==> config.mk <==
export PLATFORM = sky130hd
export DESIGN_NAME = breath_led_axil_regs_flat
export DESIGN_NICKNAME = d
export VERILOG_FILES = /design/src/rtl/breath_led_axil_regs_if.sv /design/src/rtl/breath_led_axil_regs.sv /design/src/flat_wrapper.sv
export SDC_FILE = /design/constraint.sdc
export NUM_CORES = 1
export LEC_CHECK = 0
export ABC_AREA = 0
export BUFFER_PORTS_ARGS = -buffer_cell sky130_fd_sc_hd__buf_2
export CORE_MARGIN = 4
export CORE_UTILIZATION = 59
export CTS_CLUSTER_DIAMETER = 30
export CTS_CLUSTER_SIZE = 16
export DETAILED_ROUTE_END_ITERATION = 7
export GPL_TIMING_DRIVEN = 0
export PLACE_DENSITY_LB_ADDON = 0.15
export SYNTH_ARGS = -nofsm -noshare
export SYNTH_HDL_FRONTEND = slang
export SYNTH_SLANG_ARGS = --single-unit
export TNS_END_PERCENT = 1
==> constraint.sdc <==
create_clock -name S0_AXI_ACLK -period 2.5 [get_ports S0_AXI_ACLK]
set_clock_uncertainty 0.2 [all_clocks]
set_input_delay 0.125 -clock S0_AXI_ACLK [delete_from_list [all_inputs] [get_ports S0_AXI_ACLK]]
set_output_delay 0.125 -clock S0_AXI_ACLK [all_outputs]
set_load 0.05 [all_outputs]
==> src/rtl/breath_led_axil_regs_if.sv <==
// AXI4-Lite S0_AXI channel bundle between the interconnect master and the breath-LED register slave.
// Latency: none, wires only.
// Backpressure: carried by the READY/VALID pairs of each channel.
interface breath_led_axil_regs_if #(
  parameter int C_S_AXI_DATA_WIDTH = 32,
  parameter int C_S_AXI_ADDR_WIDTH = 4
);
  // write address channel
  logic [C_S_AXI_ADDR_WIDTH-1:0]   S0_AXI_AWADDR;
  logic [2:0]                      S0_AXI_AWPROT;
  logic                            S0_AXI_AWVALID;
  logic                            S0_AXI_AWREADY;
  // write data channel
  logic [C_S_AXI_DATA_WIDTH-1:0]   S0_AXI_WDATA;
  logic [C_S_AXI_DATA_WIDTH/8-1:0] S0_AXI_WSTRB;
  logic                            S0_AXI_WVALID;
  logic                            S0_AXI_WREADY;
  // write response channel
  logic [1:0]                      S0_AXI_BRESP;
  logic                            S0_AXI_BVALID;
  logic                            S0_AXI_BREADY;
  // read address channel
  logic [C_S_AXI_ADDR_WIDTH-1:0]   S0_AXI_ARADDR;
  logic [2:0]                      S0_AXI_ARPROT;
  logic                            S0_AXI_ARVALID;
  logic                            S0_AXI_ARREADY;
  // read data channel
  logic [C_S_AXI_DATA_WIDTH-1:0]   S0_AXI_RDATA;
  logic [1:0]                      S0_AXI_RRESP;
  logic                            S0_AXI_RVALID;
  logic                            S0_AXI_RREADY;

  modport slave (
    input  S0_AXI_AWADDR, S0_AXI_AWPROT, S0_AXI_AWVALID,
    output S0_AXI_AWREADY,
    input  S0_AXI_WDATA, S0_AXI_WSTRB, S0_AXI_WVALID,
    output S0_AXI_WREADY,
    output S0_AXI_BRESP, S0_AXI_BVALID,
    input  S0_AXI_BREADY,
    input  S0_AXI_ARADDR, S0_AXI_ARPROT, S0_AXI_ARVALID,
    output S0_AXI_ARREADY,
    output S0_AXI_RDATA, S0_AXI_RRESP, S0_AXI_RVALID,
    input  S0_AXI_RREADY
  );

  modport master (
    output S0_AXI_AWADDR, S0_AXI_AWPROT, S0_AXI_AWVALID,
    input  S0_AXI_AWREADY,
    output S0_AXI_WDATA, S0_AXI_WSTRB, S0_AXI_WVALID,
    input  S0_AXI_WREADY,
    input  S0_AXI_BRESP, S0_AXI_BVALID,
    output S0_AXI_BREADY,
    output S0_AXI_ARADDR, S0_AXI_ARPROT, S0_AXI_ARVALID,
    input  S0_AXI_ARREADY,
    input  S0_AXI_RDATA, S0_AXI_RRESP, S0_AXI_RVALID,
    output S0_AXI_RREADY
  );
endinterface

==> src/rtl/breath_led_axil_regs.sv <==
// AXI4-Lite slave with four 32-bit R/W registers driving a triangle-ramped PWM "breathing" LED.
// Latency: READY one cycle after VALID, BVALID/RVALID one cycle after the handshake; led lags pwm_cnt by 1 clock.
// Backpressure: held BVALID/RVALID block new AW+W/AR acceptance until BREADY/RREADY are sampled high.
module breath_led_axil_regs #(
  parameter int C_S_AXI_DATA_WIDTH = 32,
  parameter int C_S_AXI_ADDR_WIDTH = 4,
  parameter int PWM_BITS           = 8
) (
  input  logic                  S0_AXI_ACLK,
  input  logic                  S0_AXI_ARESETN,
  breath_led_axil_regs_if.slave s0_axi,
  output logic                  led
);

  localparam int NB = C_S_AXI_DATA_WIDTH / 8;
  localparam logic [PWM_BITS-1:0] PWM_MAX    = '1;
  localparam logic [PWM_BITS-1:0] PWM_MAX_M1 = PWM_MAX - 1'b1;
  localparam logic [PWM_BITS-1:0] PWM_ONE    = PWM_BITS'(1);

  typedef enum logic {
    DIR_UP   = 1'b0,
    DIR_DOWN = 1'b1
  } dir_e;

  // register file: [0]=CTRL, [1]=STEP, [2],[3]=scratch
  logic [3:0][C_S_AXI_DATA_WIDTH-1:0] regs_q, regs_d;

  // bus handshake state
  logic                          aw_rdy_q, aw_rdy_d;
  logic                          bvalid_q, bvalid_d;
  logic                          ar_rdy_q, ar_rdy_d;
  logic                          rvalid_q, rvalid_d;
  logic [C_S_AXI_DATA_WIDTH-1:0] rdata_q,  rdata_d;

  // breath engine state
  logic [PWM_BITS-1:0] pwm_cnt_q,   pwm_cnt_d;
  logic [PWM_BITS-1:0] duty_q,      duty_d;
  logic [15:0]         presc_cnt_q, presc_cnt_d;
  dir_e                dir_q,       dir_d;
  logic                led_q,       led_d;

  logic       wr_fire;
  logic       rd_fire;
  logic [1:0] wr_idx;
  logic [1:0] rd_idx;
  logic       enable;
  logic [15:0] prescale;
  logic       pwm_wrap;
  logic       unused_ok;

  // AW and W are only ever accepted as a pair, so one ready flop serves both
  assign wr_fire  = aw_rdy_q & s0_axi.S0_AXI_AWVALID & s0_axi.S0_AXI_WVALID;
  assign rd_fire  = ar_rdy_q & s0_axi.S0_AXI_ARVALID;
  assign wr_idx   = s0_axi.S0_AXI_AWADDR[3:2];
  assign rd_idx   = s0_axi.S0_AXI_ARADDR[3:2];
  assign enable   = regs_q[0][0];
  assign prescale = regs_q[1][15:0];
  assign pwm_wrap = (pwm_cnt_q == PWM_MAX);

  // protection bits and the byte offset within a word carry no meaning here
  assign unused_ok = ^{s0_axi.S0_AXI_AWPROT, s0_axi.S0_AXI_ARPROT,
                       s0_axi.S0_AXI_AWADDR, s0_axi.S0_AXI_ARADDR};

  assign s0_axi.S0_AXI_AWREADY = aw_rdy_q;
  assign s0_axi.S0_AXI_WREADY  = aw_rdy_q;
  assign s0_axi.S0_AXI_BVALID  = bvalid_q;
  assign s0_axi.S0_AXI_BRESP   = 2'b00;
  assign s0_axi.S0_AXI_ARREADY = ar_rdy_q;
  assign s0_axi.S0_AXI_RVALID  = rvalid_q;
  assign s0_axi.S0_AXI_RDATA   = rdata_q;
  assign s0_axi.S0_AXI_RRESP   = 2'b00;
  assign led                   = led_q;

  // write channel: one-cycle ready pulse, response held until BREADY
  always_comb begin
    aw_rdy_d = s0_axi.S0_AXI_AWVALID & s0_axi.S0_AXI_WVALID & ~bvalid_q & ~aw_rdy_q;
    bvalid_d = bvalid_q;
    if (bvalid_q && s0_axi.S0_AXI_BREADY) bvalid_d = 1'b0;
    if (wr_fire)                          bvalid_d = 1'b1;
  end

  // register file update with per-byte strobes
  always_comb begin
    regs_d = regs_q;
    if (wr_fire) begin
      for (int b = 0; b < NB; b++) begin
        if (s0_axi.S0_AXI_WSTRB[b]) regs_d[wr_idx][8*b +: 8] = s0_axi.S0_AXI_WDATA[8*b +: 8];
      end
    end
  end

  // read channel: data captured from the pre-write array value in the ARREADY cycle
  always_comb begin
    ar_rdy_d = s0_axi.S0_AXI_ARVALID & ~rvalid_q & ~ar_rdy_q;
    rvalid_d = rvalid_q;
    rdata_d  = rdata_q;
    if (rvalid_q && s0_axi.S0_AXI_RREADY) rvalid_d = 1'b0;
    if (rd_fire) begin
      rvalid_d = 1'b1;
      rdata_d  = regs_q[rd_idx];
    end
  end

  // breath engine: PWM counter, prescaler and up/down duty ramp
  always_comb begin
    pwm_cnt_d   = pwm_cnt_q;
    duty_d      = duty_q;
    presc_cnt_d = presc_cnt_q;
    dir_d       = dir_q;
    led_d       = 1'b0;
    if (!enable) begin
      pwm_cnt_d   = '0;
      duty_d      = '0;
      presc_cnt_d = '0;
      dir_d       = DIR_UP;
    end else begin
      pwm_cnt_d = pwm_cnt_q + 1'b1;
      led_d     = (pwm_cnt_q < duty_q);
      if (pwm_wrap) begin
        if (presc_cnt_q == prescale) begin
          presc_cnt_d = '0;
          case (dir_q)
            DIR_UP: begin
              // saturating step; turn around on reaching the top
              if (duty_q != PWM_MAX) duty_d = duty_q + 1'b1;
              if (duty_q >= PWM_MAX_M1) dir_d = DIR_DOWN;
            end
            default: begin
              if (duty_q != '0) duty_d = duty_q - 1'b1;
              if (duty_q <= PWM_ONE) dir_d = DIR_UP;
            end
          endcase
        end else begin
          presc_cnt_d = presc_cnt_q + 16'd1;
        end
      end
    end
  end

  // bus-side state registers
  always_ff @(posedge S0_AXI_ACLK or negedge S0_AXI_ARESETN) begin
    if (!S0_AXI_ARESETN) begin
      regs_q   <= '0;
      aw_rdy_q <= 1'b0;
      bvalid_q <= 1'b0;
      ar_rdy_q <= 1'b0;
      rvalid_q <= 1'b0;
      rdata_q  <= '0;
    end else begin
      regs_q   <= regs_d;
      aw_rdy_q <= aw_rdy_d;
      bvalid_q <= bvalid_d;
      ar_rdy_q <= ar_rdy_d;
      rvalid_q <= rvalid_d;
      rdata_q  <= rdata_d;
    end
  end

  // breath engine state registers
  always_ff @(posedge S0_AXI_ACLK or negedge S0_AXI_ARESETN) begin
    if (!S0_AXI_ARESETN) begin
      pwm_cnt_q   <= '0;
      duty_q      <= '0;
      presc_cnt_q <= '0;
      dir_q       <= DIR_UP;
      led_q       <= 1'b0;
    end else begin
      pwm_cnt_q   <= pwm_cnt_d;
      duty_q      <= duty_d;
      presc_cnt_q <= presc_cnt_d;
      dir_q       <= dir_d;
      led_q       <= led_d;
    end
  end

endmodule

==> src/flat_wrapper.sv <==
// flat-port wrapper written by rule: the top's interface ports become plain ports
module breath_led_axil_regs_flat 
#(
  parameter int C_S_AXI_DATA_WIDTH = 32,
  parameter int C_S_AXI_ADDR_WIDTH = 4,
  parameter int PWM_BITS           = 8
)
  (S0_AXI_ACLK, S0_AXI_ARESETN, led, s0_axi_S0_AXI_AWADDR, s0_axi_S0_AXI_AWPROT, s0_axi_S0_AXI_AWVALID, s0_axi_S0_AXI_AWREADY, s0_axi_S0_AXI_WDATA, s0_axi_S0_AXI_WSTRB, s0_axi_S0_AXI_WVALID, s0_axi_S0_AXI_WREADY, s0_axi_S0_AXI_BRESP, s0_axi_S0_AXI_BVALID, s0_axi_S0_AXI_BREADY, s0_axi_S0_AXI_ARADDR, s0_axi_S0_AXI_ARPROT, s0_axi_S0_AXI_ARVALID, s0_axi_S0_AXI_ARREADY, s0_axi_S0_AXI_RDATA, s0_axi_S0_AXI_RRESP, s0_axi_S0_AXI_RVALID, s0_axi_S0_AXI_RREADY);
  breath_led_axil_regs_if #(.C_S_AXI_DATA_WIDTH(C_S_AXI_DATA_WIDTH), .C_S_AXI_ADDR_WIDTH(C_S_AXI_ADDR_WIDTH)) s0_axi_i ();
  input  logic S0_AXI_ACLK;
  input  logic S0_AXI_ARESETN;
  output logic led;
  input wire logic [$bits(s0_axi_i.S0_AXI_AWADDR)-1:0] s0_axi_S0_AXI_AWADDR;
  input wire logic [$bits(s0_axi_i.S0_AXI_AWPROT)-1:0] s0_axi_S0_AXI_AWPROT;
  input wire logic [$bits(s0_axi_i.S0_AXI_AWVALID)-1:0] s0_axi_S0_AXI_AWVALID;
  output wire logic [$bits(s0_axi_i.S0_AXI_AWREADY)-1:0] s0_axi_S0_AXI_AWREADY;
  input wire logic [$bits(s0_axi_i.S0_AXI_WDATA)-1:0] s0_axi_S0_AXI_WDATA;
  input wire logic [$bits(s0_axi_i.S0_AXI_WSTRB)-1:0] s0_axi_S0_AXI_WSTRB;
  input wire logic [$bits(s0_axi_i.S0_AXI_WVALID)-1:0] s0_axi_S0_AXI_WVALID;
  output wire logic [$bits(s0_axi_i.S0_AXI_WREADY)-1:0] s0_axi_S0_AXI_WREADY;
  output wire logic [$bits(s0_axi_i.S0_AXI_BRESP)-1:0] s0_axi_S0_AXI_BRESP;
  output wire logic [$bits(s0_axi_i.S0_AXI_BVALID)-1:0] s0_axi_S0_AXI_BVALID;
  input wire logic [$bits(s0_axi_i.S0_AXI_BREADY)-1:0] s0_axi_S0_AXI_BREADY;
  input wire logic [$bits(s0_axi_i.S0_AXI_ARADDR)-1:0] s0_axi_S0_AXI_ARADDR;
  input wire logic [$bits(s0_axi_i.S0_AXI_ARPROT)-1:0] s0_axi_S0_AXI_ARPROT;
  input wire logic [$bits(s0_axi_i.S0_AXI_ARVALID)-1:0] s0_axi_S0_AXI_ARVALID;
  output wire logic [$bits(s0_axi_i.S0_AXI_ARREADY)-1:0] s0_axi_S0_AXI_ARREADY;
  output wire logic [$bits(s0_axi_i.S0_AXI_RDATA)-1:0] s0_axi_S0_AXI_RDATA;
  output wire logic [$bits(s0_axi_i.S0_AXI_RRESP)-1:0] s0_axi_S0_AXI_RRESP;
  output wire logic [$bits(s0_axi_i.S0_AXI_RVALID)-1:0] s0_axi_S0_AXI_RVALID;
  input wire logic [$bits(s0_axi_i.S0_AXI_RREADY)-1:0] s0_axi_S0_AXI_RREADY;
  assign s0_axi_i.S0_AXI_AWADDR = s0_axi_S0_AXI_AWADDR;
  assign s0_axi_i.S0_AXI_AWPROT = s0_axi_S0_AXI_AWPROT;
  assign s0_axi_i.S0_AXI_AWVALID = s0_axi_S0_AXI_AWVALID;
  assign s0_axi_S0_AXI_AWREADY = s0_axi_i.S0_AXI_AWREADY;
  assign s0_axi_i.S0_AXI_WDATA = s0_axi_S0_AXI_WDATA;
  assign s0_axi_i.S0_AXI_WSTRB = s0_axi_S0_AXI_WSTRB;
  assign s0_axi_i.S0_AXI_WVALID = s0_axi_S0_AXI_WVALID;
  assign s0_axi_S0_AXI_WREADY = s0_axi_i.S0_AXI_WREADY;
  assign s0_axi_S0_AXI_BRESP = s0_axi_i.S0_AXI_BRESP;
  assign s0_axi_S0_AXI_BVALID = s0_axi_i.S0_AXI_BVALID;
  assign s0_axi_i.S0_AXI_BREADY = s0_axi_S0_AXI_BREADY;
  assign s0_axi_i.S0_AXI_ARADDR = s0_axi_S0_AXI_ARADDR;
  assign s0_axi_i.S0_AXI_ARPROT = s0_axi_S0_AXI_ARPROT;
  assign s0_axi_i.S0_AXI_ARVALID = s0_axi_S0_AXI_ARVALID;
  assign s0_axi_S0_AXI_ARREADY = s0_axi_i.S0_AXI_ARREADY;
  assign s0_axi_S0_AXI_RDATA = s0_axi_i.S0_AXI_RDATA;
  assign s0_axi_S0_AXI_RRESP = s0_axi_i.S0_AXI_RRESP;
  assign s0_axi_S0_AXI_RVALID = s0_axi_i.S0_AXI_RVALID;
  assign s0_axi_i.S0_AXI_RREADY = s0_axi_S0_AXI_RREADY;
  breath_led_axil_regs #(.C_S_AXI_DATA_WIDTH(C_S_AXI_DATA_WIDTH), .C_S_AXI_ADDR_WIDTH(C_S_AXI_ADDR_WIDTH), .PWM_BITS(PWM_BITS)) u_core (.S0_AXI_ACLK(S0_AXI_ACLK), .S0_AXI_ARESETN(S0_AXI_ARESETN), .s0_axi(s0_axi_i), .led(led));
endmodule
---- Yosys cells after proc, flatten, opt, wreduce, memory -nomap -nowiden ----
Cells that the tools add are included.
word-level totals
  bits in registers ....................... 198
  bits of input ports ..................... 57
  output and inout port bits .............. 42
operators by class
  $add $sub $neg .......................... 4
  order comparisons ....................... 6
  equality and inequality tests ........... 7
  muxes and demuxes ....................... 42
  bitwise logic cells ..................... 12
  reductions and logical operators ........ 8
operators by type and width
  operator               count
  $mux 128               7
  $bwmux 128             4
  $demux 32 s2           4
  $bmux 32 s2            1
  $mux 16                4
  $mux 32                2
  $mux 8                 8
  $mux 24                1
  $add 16x1->16 const B  1
  $add 8x1->8 const B    2
  $eq 16x16->1           1
  $mux 1                 11
  $and 1x1->1            8
  $eq 8x8->1 const B     1
  $ge 8x8->1 const B     1
  $le 8x1->1 const B     1
  $lt 8x8->1             1
  $ne 8x8->1 const B     1
  $reduce_bool 8->1      1
  $sub 8x1->8 const B    1
  $lt 2x3->1 const B     2
  $ne 3x3->1 const B     2
  $ne 2x2->1 const B     2
  $not 1->1              4
  5 further kinds        8

---- Depth between registers and ports, before layout ----
  word-level depth ........................ 15
  depth in mapped cells ................... 7

---- Worst setup path after synthesis ----
OpenSTA, ideal clock, no wires.
  kind .................................... register to register
  start point ............................. register u_core.duty_q[2]
  end point ............................... register u_core.duty_q[5]
  arrival time ............................ 1.865 ns
  data required time ...................... 2.177 ns
  setup slack ............................. 0.313 ns
  cell stages (with the launch flop) ...... 6
  clock period less this slack ............ 2.187 ns
  cell sequence ........................... dfrtp_1 or4b_4 or4_4 and2_4 and4_4 mux2i_1
between the ends
  word-level cells in the longest chain between the ends .. 6
  elaborated cells between the ends (all ways) .. 13
  those cells by class .................... add/sub (2); eq/ne (3); mux (6); reduce/logical (2)
RTL lines
  item                                        RTL line                                                  text
  start, declared                             breath_led_axil_regs.sv:37                                logic [PWM_BITS-1:0] duty_q, duty_d;
  start signal, assigned                      breath_led_axil_regs.sv:169                               duty_q <= duty_d;
  $add 8x1->8 or $sub 8x1->8 (tied branches)  breath_led_axil_regs.sv:125, breath_led_axil_regs.sv:129
  $mux 8 (on tied branches)                   breath_led_axil_regs.sv:125, breath_led_axil_regs.sv:129
  $mux 8                                      breath_led_axil_regs.sv:122                               case (dir_q)
  $mux 8                                      breath_led_axil_regs.sv:120                               if (presc_cnt_q == prescale) begin
  $mux 8                                      breath_led_axil_regs.sv:119                               if (pwm_wrap) begin
  $mux 8                                      breath_led_axil_regs.sv:111                               if (!enable) begin
Parallel ways exist; a longest one is shown, timed or not. The select of a mux whose other input is x is not followed.
A chain may end at the register's enable or synchronous reset.

---- Worst setup path after layout ----
  start point ............................. register u_core.duty_q[2]
  end point ............................... register u_core.duty_q[3]
Same word-level chain as after synthesis.

==> metrics.txt <==
status=finished clean; Max Clk Rate=0.413 GHz; initial DRC count=457; Avg Cell Area, Syn=between 10 and 15 sq um; Post-synth top flop=dfrtp_1; height of the die=approximately 130 um; Seq/Total Area, Yosys=roughly 54%; NumNets Final=about 900; Detail Placement HPWL=roughly 14000 um; total CTS buffers=17; Largest stage delay, worst path=~0.60 ns; number of filler cells placed in the layout=roughly 1000; slowest cell on the critical path=or4b_4; vias per inst=between 5 and 6; Post-synth EDFFs=0; placed insts=approximately 940; first-pass GRT wire length=roughly 34000 um; total wire length=~20000 um; Power Total=approximately 0.0082 W; Worst Hold Slack=roughly 0.084 ns; Synth Instances=about 670; WS Path Type=reg2reg; initial antenna violation count=1; setup violators final=0; Critical Path RT=2.59 ns; Max Slew Vio Count=0; Lkg Pwr=between 5 and 6 nW; H-tree depth=4; Worst path depth=5; via count=roughly 6000; Distinct cells, synth=46; Clock Sinks=around 200; area delta synth->final=18.6%; GR Overflow Total=0; Cell Chain, Critical Path=or4b_4, or4_4, nand2_1, a2111oi_0, mux2i_1; clock buffer depth=2; setup TNS=0 ns; Place WS=-0.180 ns; number of port buffers=80; #FFs+latches synth=198; clock insertion delay at the later pin of the skew report=0.43 ns; clk root buf=clkbuf_16; vias in the first global route=6473; CP endpoint kind=flop; layout cells sized above 1=around 40%; Die ar.=roughly 18000 sq um; final hold vios=0; worst hold path type=in2async; pin count of the biggest net entering global routing=around 110; final setup margin=roughly 0.078 ns; CP top delay family=simple AND/OR/NAND/NOR gates; Worst Path Arrival=about 2.5 ns; Avg WL per Cell=20.1 um; starting density of the core=roughly three fifths; Slew @ Worst Pin=0.962 ns; Final GP Congestion=approximately 0.95; antenna-violating nets left=0; Tcrit/Tclk final=a little over nine tenths; yosys warns=0; CP Launch Type=flop; mapped cell area=~9200 sq um; unrepaired setup endpoints after global routing=no; Post-Layout Cell Count=a little over 1000; Worst-path clk slew=around 0.06 ns; Period minus WS final=2.42 ns; max cap viols=0; Rows=45; R2R cell count=5; Die W=around 130 um; Pwr per Cell Area=757 nW/um^2; CTS tree=done; GRT Overall Usage=24.1%; drt drc=0; CP max FO=6; Post-synth ARST share=100%; worst vdd ir=approximately 0.85 mV; DRT Pass-1 Iters=6; Ports=between 90 and 100; Rel. slew slack=about 36%; Core Box Area=15200 sq um; Worst Path Buf+Inv=0
[flip-flops by register name, summed over array words and instances, names as in the netlist]
signal                        count
u_core.regs_q                   111
u_core.led                        1
u_core.prescale                  16
u_core.s0_axi.S0_AXI_RVALID       1
u_core.duty_q                     8
u_core.s0_axi.S0_AXI_BVALID       1
u_core.s0_axi.S0_AXI_RDATA       32
u_core.enable                     1
u_core.pwm_cnt_q                  8
u_core.presc_cnt_q               16
u_core.s0_axi.S0_AXI_ARREADY      1
u_core.s0_axi.S0_AXI_AWREADY      1
u_core.dir_q                      1
[power by group]
group | switching, W | total, W | internal [W]
clock network | 0.00117 | 0.00270 | 0.00153
registers | 0.000269 | 0.00387 | 0.00361
logic | 0.000992 | 0.00167 | 0.000675
total | 0.00243 | 0.00824 | 0.00581
[Yosys cell counts, drive strengths merged, types with 2 or more instances]
cell	n	area [sq um]
nor2b	3	18.8
mux2	159	1790
nor3	8	55.1
xor2	34	298
buf	11	67.6
dfrtp	198	4950
a31oi	2	12.5
a21oi	8	40.0
nor4	8	50.1
nand4	19	119
mux4	32	721
nor2	41	154
nand2	26	97.6
inv	12	45.0
and2	4	27.5
mux2i	5	50.1
nand2b	5	31.3
clkbuf	20	75.1
and3	6	37.5
nor3b	2	15.0
nand3b	2	15.0
a21o	3	22.5
or3	4	25.0
nand3	14	70.1
or2	2	12.5
ha	14	175
xnor2	2	17.5
and4	4	37.5
o21ai	7	35.0
[placed cells by master, fill, tap and decap left out, types with 12 or more instances in the layout]
master           n
mux4_2          32
dlygate4sd3_1   39
nand4_1         19
mux2_2         159
clkbuf_1        17
buf_2           83
clkbuf_16       17
ha_1            14
nand3_1         14
nand2_1         26
nor2_1          41
xor2_1          34
inv_1           12
dfrtp_1        198
[path summary, 6_finish.rpt]
kind	from	end	slack (ns)
worst min register to register	u_core.s0_axi.S0_AXI_ARREADY	u_core.s0_axi.S0_AXI_ARREADY	0.25
max in group asynchronous	S0_AXI_ARESETN	u_core.s0_axi.S0_AXI_RDATA[20]	1.09
min in group S0_AXI_ACLK	s0_axi_S0_AXI_WSTRB[0]	u_core.enable	0.09
worst min-delay path	S0_AXI_ARESETN	u_core.duty_q[6]	0.08
worst max register to register	u_core.duty_q[2]	u_core.duty_q[3]	0.08
worst max-delay path	u_core.duty_q[2]	u_core.duty_q[3]	0.08
[cell type report]
type	instances	area (sq um)	area share, %
Inverter	12	45.0	0.414
Clock inverter	9	116	1.07
Multi-Input combinational cell	429	4100	37.6
Tap cell	188	235	2.16
Timing Repair Buffer	120	828	7.61
Sequential cell	198	4950	45.5
Buffer	29	140	1.29
Antenna cell	1	2.50	0.0230
Clock buffer	22	464	4.26
[timing repair]
action	in CTS	in global routing
hold buffers	39	0
cloned	0	0
hold endpoints to repair	219	0
setup endpoints to repair	12	21
gates resized for setup	5	13
buffers inserted	0	0
[stage by stage]
stage	util, %	cell area, sq um
6_report	71.6	10900
5_1_grt	71.6	10900
4_1_cts	71.4	10900
3_5_place_dp	64.9	9860
3_3_place_gp	64.6	9820
2_1_floorplan	-	9190
[cell families (layout without fill, tap and decap cells)]
logic type	count (synthesis)	after routing	share of synthesized area, %
multiplexers	196	196	27.9
flip-flops	198	198	54.0
buffers and inverters	43	192	2.05
AO/OA/AOI/OAI	28	28	1.95
adder cells (fa/ha/maj)	14	14	1.91
other	1	5	0.0409
XOR/XNOR	36	36	3.44
AND/OR/NAND/NOR	151	151	8.71
[routing by layer]
metal  part of all wire [%]  vias up  global-route usage (%)
li1                       -     2696                       -
met1                     44     3102                    33.8
met2                     49      172                    38.1
met3                    4.5       41                    5.25
met4                    2.4        0                    7.91
met5                      0        -                       0
[worst register-to-register path: stages, from the launching register on]
cell	delay, ns
dfrtp_1	0.44
or4b_4	0.60
or4_4	0.52
nand2_1	0.26
a2111oi_0	0.14
mux2i_1	0.14
No activity file was read; power rests on OpenSTA's default activity.
